**src/rtl/pipe_hazard_ctrl.sv**
```systemverilog
// OTTER pipeline hazard unit: RAW detection, operand forwarding,
// load-use stalls, taken-branch flushes and stall/flush counters.
module pipe_hazard_ctrl #(
    parameter int DEPTH      = 3,
    parameter int LOAD_READY = 2,
    parameter int REG_AW     = 5,
    parameter int CNT_W      = 32,
    parameter int SEL_W      = $clog2(DEPTH + 1)
) (
    input  logic              CLK,
    input  logic              RST,
    input  logic              de_valid,
    input  logic [REG_AW-1:0] de_rs1_addr,
    input  logic [REG_AW-1:0] de_rs2_addr,
    input  logic [REG_AW-1:0] de_rd_addr,
    input  logic              de_rs1_used,
    input  logic              de_rs2_used,
    input  logic              de_rd_used,
    input  logic              de_is_load,
    input  logic              ex_br_taken,
    output logic              pc_write,
    output logic              if_de_en,
    output logic              if_flush,
    output logic              de_flush,
    output logic [SEL_W-1:0]  fwd_a_sel,
    output logic [SEL_W-1:0]  fwd_b_sel,
    output logic [CNT_W-1:0]  stall_cnt,
    output logic [CNT_W-1:0]  flush_cnt
);

    logic              sb_v  [DEPTH];
    logic [REG_AW-1:0] sb_rd [DEPTH];
    logic              sb_ld [DEPTH];

    logic             chk_a, chk_b;
    logic             lu_a, lu_b;
    logic [SEL_W-1:0] sel_a, sel_b;
    logic             stall, flush;

    assign chk_a = de_valid && de_rs1_used && (de_rs1_addr != '0);
    assign chk_b = de_valid && de_rs2_used && (de_rs2_addr != '0);

    // Scan oldest to youngest so the youngest matching entry wins.
    always_comb begin
        sel_a = '0;
        sel_b = '0;
        lu_a  = 1'b0;
        lu_b  = 1'b0;
        for (int i = DEPTH - 1; i >= 0; i--) begin
            if (chk_a && sb_v[i] && (sb_rd[i] == de_rs1_addr)) begin
                sel_a = SEL_W'(i + 1);
                lu_a  = sb_ld[i] && (i < LOAD_READY);
            end
            if (chk_b && sb_v[i] && (sb_rd[i] == de_rs2_addr)) begin
                sel_b = SEL_W'(i + 1);
                lu_b  = sb_ld[i] && (i < LOAD_READY);
            end
        end
    end

    assign flush     = !RST && ex_br_taken;
    assign stall     = !RST && !ex_br_taken && (lu_a || lu_b);
    assign pc_write  = !stall;
    assign if_de_en  = !stall;
    assign if_flush  = flush;
    assign de_flush  = flush || stall;
    assign fwd_a_sel = RST ? '0 : sel_a;
    assign fwd_b_sel = RST ? '0 : sel_b;

    always_ff @(posedge CLK) begin
        if (RST) begin
            for (int i = 0; i < DEPTH; i++) begin
                sb_v[i]  <= 1'b0;
                sb_rd[i] <= '0;
                sb_ld[i] <= 1'b0;
            end
            stall_cnt <= '0;
            flush_cnt <= '0;
        end else begin
            for (int i = 1; i < DEPTH; i++) begin
                sb_v[i]  <= sb_v[i-1];
                sb_rd[i] <= sb_rd[i-1];
                sb_ld[i] <= sb_ld[i-1];
            end
            if (de_flush) begin
                sb_v[0]  <= 1'b0;
                sb_rd[0] <= '0;
                sb_ld[0] <= 1'b0;
            end else begin
                sb_v[0]  <= de_valid && de_rd_used && (de_rd_addr != '0);
                sb_rd[0] <= de_rd_addr;
                sb_ld[0] <= de_is_load;
            end
            if (stall && (stall_cnt != '1))
                stall_cnt <= stall_cnt + 1'b1;
            if (flush && (flush_cnt != '1))
                flush_cnt <= flush_cnt + 1'b1;
        end
    end

endmodule

```
**config.mk**
```make
export PLATFORM = sky130hd
export DESIGN_NAME = pipe_hazard_ctrl
export DESIGN_NICKNAME = d
export VERILOG_FILES = /design/src/rtl/pipe_hazard_ctrl.sv
export SDC_FILE = /design/constraint.sdc
export NUM_CORES = 1
export LEC_CHECK = 0
export ABC_AREA = 1
export BUFFER_PORTS_ARGS = -buffer_cell sky130_fd_sc_hd__buf_2
export CAP_MARGIN = 10
export CORE_MARGIN = 8
export CORE_UTILIZATION = 61
export DETAILED_ROUTE_END_ITERATION = 8
export PLACE_DENSITY = 0.86
export SLEW_MARGIN = 20
export SYNTH_ARGS = -nofsm -noshare
export SYNTH_HDL_FRONTEND = slang
export SYNTH_SLANG_ARGS = --single-unit
```
**constraint.sdc**
```tcl
create_clock -name CLK -period 3.4 [get_ports CLK]
set_input_delay 0.17 -clock CLK [delete_from_list [all_inputs] [get_ports CLK]]
set_output_delay 0.17 -clock CLK [all_outputs]
set_load 0.05 [all_outputs]
```
==> run metrics <==
Hold Path Class=input pin to flop; setup total negative slack=0 ps; # setup viols final=0; Post-synth EDFFs=20; FILL cells=758; Final HPWL DP=roughly 12 mm; cts repair resizes=0; drc violations=0; WHS=123.1 ps; CTS Root Cell=clkbuf_8; ys async rst share=0%; I/O Pins=95; Placed Cells=992; max-cap viol count=0; layout cell share with drive strength beyond 1=14.89%; area delta synth->final=14.64%; hold_buf cts=0; initial antenna violation count=0; CTS max path bufs=2; CTS Buf Count=9; minimum clock period=2569 ps; pwr dens=roughly 320 nW/um2; Worst Setup Start Kind=flop; clk_skew=17.36 ps; nets@finish=920; status=finished, final reports clean; Reg2Reg Setup Slack=slightly below 1000 ps; final wirelength=15.05 mm; Final period util=75.56%; hold path startpoint=de_is_load; IO Port Bufs=between 90 and 100; cell count after synthesis=791; worst skew pair latency=approximately 360 ps; fin area=around 6100 um2; Tot Pwr=1948 uW; top post-synthesis cells by count=nand2_1, nor2_1, inv_1, dfxtp_1, a21oi_1; Netlist cell types=37; vias per cell=roughly 5.6; crit-path cells=inv_1 -> nor2_1 -> a21oi_1 -> nand3_1 -> nor2_2 -> inv_1 -> nand2_1 -> nand2_2 -> nand2_4 -> nand2_1 -> o21ai_0 -> buf_2; Placed Area=slightly below 6000 um2; Worst Tran Pin Value=641.3 ps; critical path's top delay family=simple AND/OR/NAND/NOR gates; Synth area leader=dfxtp_1; Setup CP Type=flop to output pin; Worst setup EP type=output pin; DRT Pass-1 Iters=5; first-pass GRT wire length=24.64 mm; routability cong.=0.9817; Final Max Tran Viols=0; Wirelength per Cell=14.93 um; full die area=11,890 um2; P_leak=about 0.0025 uW; r2r endpoint=stall_cnt[27]$_SDFFE_PP0P_; Core ar.=8551 um2; DR iter-0 viols=a little over 300; Post-synth top flop=dfxtp_1; Die W=109.0 um; Total Routing Usage GR=25.57%; Max stage delay on crit path=470 ps; hold depth=3; register area share after synthesis=35.63%; clock-pin transition on the worst setup and hold timing paths=roughly 90 ps; Worst Path Buf+Inv=3; H-tree levels=3; WP data required=3230 ps; max_slew headroom=between 50% and 60%; Netlist Area Pre-Place=roughly 5300 um2; most common cell in the netlist=nand2_1; Yosys reg bits=84; Clock Sinks=84; synth warn=0; CP max FO=35; Mapped Avg Cell Area=around 6.7 um2; Synth top area share=24.26%; hold path endpoint=sb_ld[0][0]$_SDFFCE_PN0P_; TritonCTS clock tree=built; via count=5,645; Hold Violations, Final=0; RSZ-0062 raised after global routing=no; global route overflow=0; Multi-input gate area=3004 um2; fmax=389.2 MHz; die height=109.0 um; FP Rows=34; fin cells=1,008; setup bufs post-CTS=0; Initial Util=between 60% and 70%; synth top area cells=dfxtp_1, nand2_1, edfxtp_1; reg2reg start=stall_cnt[0]$_SDFFE_PP0P_; pin count of the biggest net entering global routing=44; Antenna Nets Post-Route=0; FF/Latch Area=1882 um2; arrival time worst endpoint=2400 ps; vias in the first global route=5,248; ANT cells=0; Register-to-Register Path Depth=9; CP max stage cell=edfxtp_1; IR drop worst, VDD=about 0.17 mV
-- where the power goes --
group / leakage, uW / switching [uW] / internal, uW / total (uW)
clock: 0.000101 / 380 / 360 / 740
combinational: 0.00171 / 111 / 45.0 / 156
sequential: 0.000720 / 13.0 / 1040 / 1050
total: 0.00253 / 505 / 1440 / 1950
-- worst min-delay path, stage by stage --
cell    delay (ps)
buf_2           80
inv_1           30
nor2_1          90
-- registers in the layout, summed over array words and instances, names as in the netlist --
signal,flops
sb_ld,2
sb_v,3
flush_cnt,32
sb_rd,15
stall_cnt,32
-- cell families (layout without fill, tap and decap cells) --
group | count (synthesis) | in the layout | synth area share, %
simple gates | 467 | 467 | 39.26
buf+inv | 110 | 200 | 8.884
flops | 84 | 84 | 35.63
compound gates | 82 | 82 | 8.221
xor+xnor | 45 | 45 | 7.463
fa+ha+maj | 2 | 2 | 0.4737
other cells | 1 | 20 | 0.07101
-- cell usage in the layout, fill, tap and decap left out, drive strengths merged --
cell type,synthesis,layout
inv,85,86
o311ai,1,1
nand2,228,228
nand3b,3,3
a31oi,1,1
nor3b,3,3
edfxtp,20,20
dfxtp,64,64
nor3,43,43
a21oi,55,55
clkbuf,14,13
o21ai,18,18
o22ai,2,2
o211a,1,1
clkinv,0,1
a2111oi,1,1
conb,1,20
nor2,108,108
o211ai,1,1
ha,2,2
nor4,4,4
xor2,27,27
buf,11,99
clkinvlp,0,1
nand4,49,49
nand3,29,29
o21a,2,2
xnor2,18,18
-- through the flow --
stage | util, % | setup WS, ps
after floorplan | - | 960.7
after global placement | 68.39 | 1126
after detailed placement | 68.39 | 1061
after CTS | 70.81 | 837.3
after global routing | 70.81 | 622.8
final | 70.81 | 830.8
-- worst max path at each step --
stage | startpoint | end | slack, ps | cells after the start
5_1_grt | sb_rd[0][1]$_SDFFCE_PN0P_ | de_flush | 620 | 11
2_1_floorplan | sb_rd[0][4]$_SDFFCE_PN0P_ | de_flush | 960 | 11
4_1_cts | sb_rd[0][2]$_SDFFCE_PN0P_ | de_flush | 840 | 12
3_5_place_dp | stall_cnt[0]$_SDFFE_PP0P_ | stall_cnt[14]$_SDFFE_PP0P_ | 1060 | 9
3_3_place_gp | stall_cnt[0]$_SDFFE_PP0P_ | stall_cnt[30]$_SDFFE_PP0P_ | 1130 | 9
6_report | sb_rd[0][2]$_SDFFCE_PN0P_ | de_flush | 830 | 12
-- per-layer routing --
metal	share of wire, %	vias up	GRT usage [%]	routed length (um)
met4	3.6	0	11.05	535
met1	42	2588	32.16	6270
met2	48	231	42.59	7222
met5	0	-	0	0
met3	6.8	46	3.842	1023
li1	-	2780	-	-
-- final cells by class --
cell class	instances	share of cell area, %
Clock buffer	13	2.996
Clock inverter	3	0.4133
Inverter	85	5.270
Multi-Input combinational cell	616	49.62
Sequential cell	84	31.08
Tap cell	108	2.232
Timing Repair Buffer	99	8.390
(Power assumes the default switching activity.)
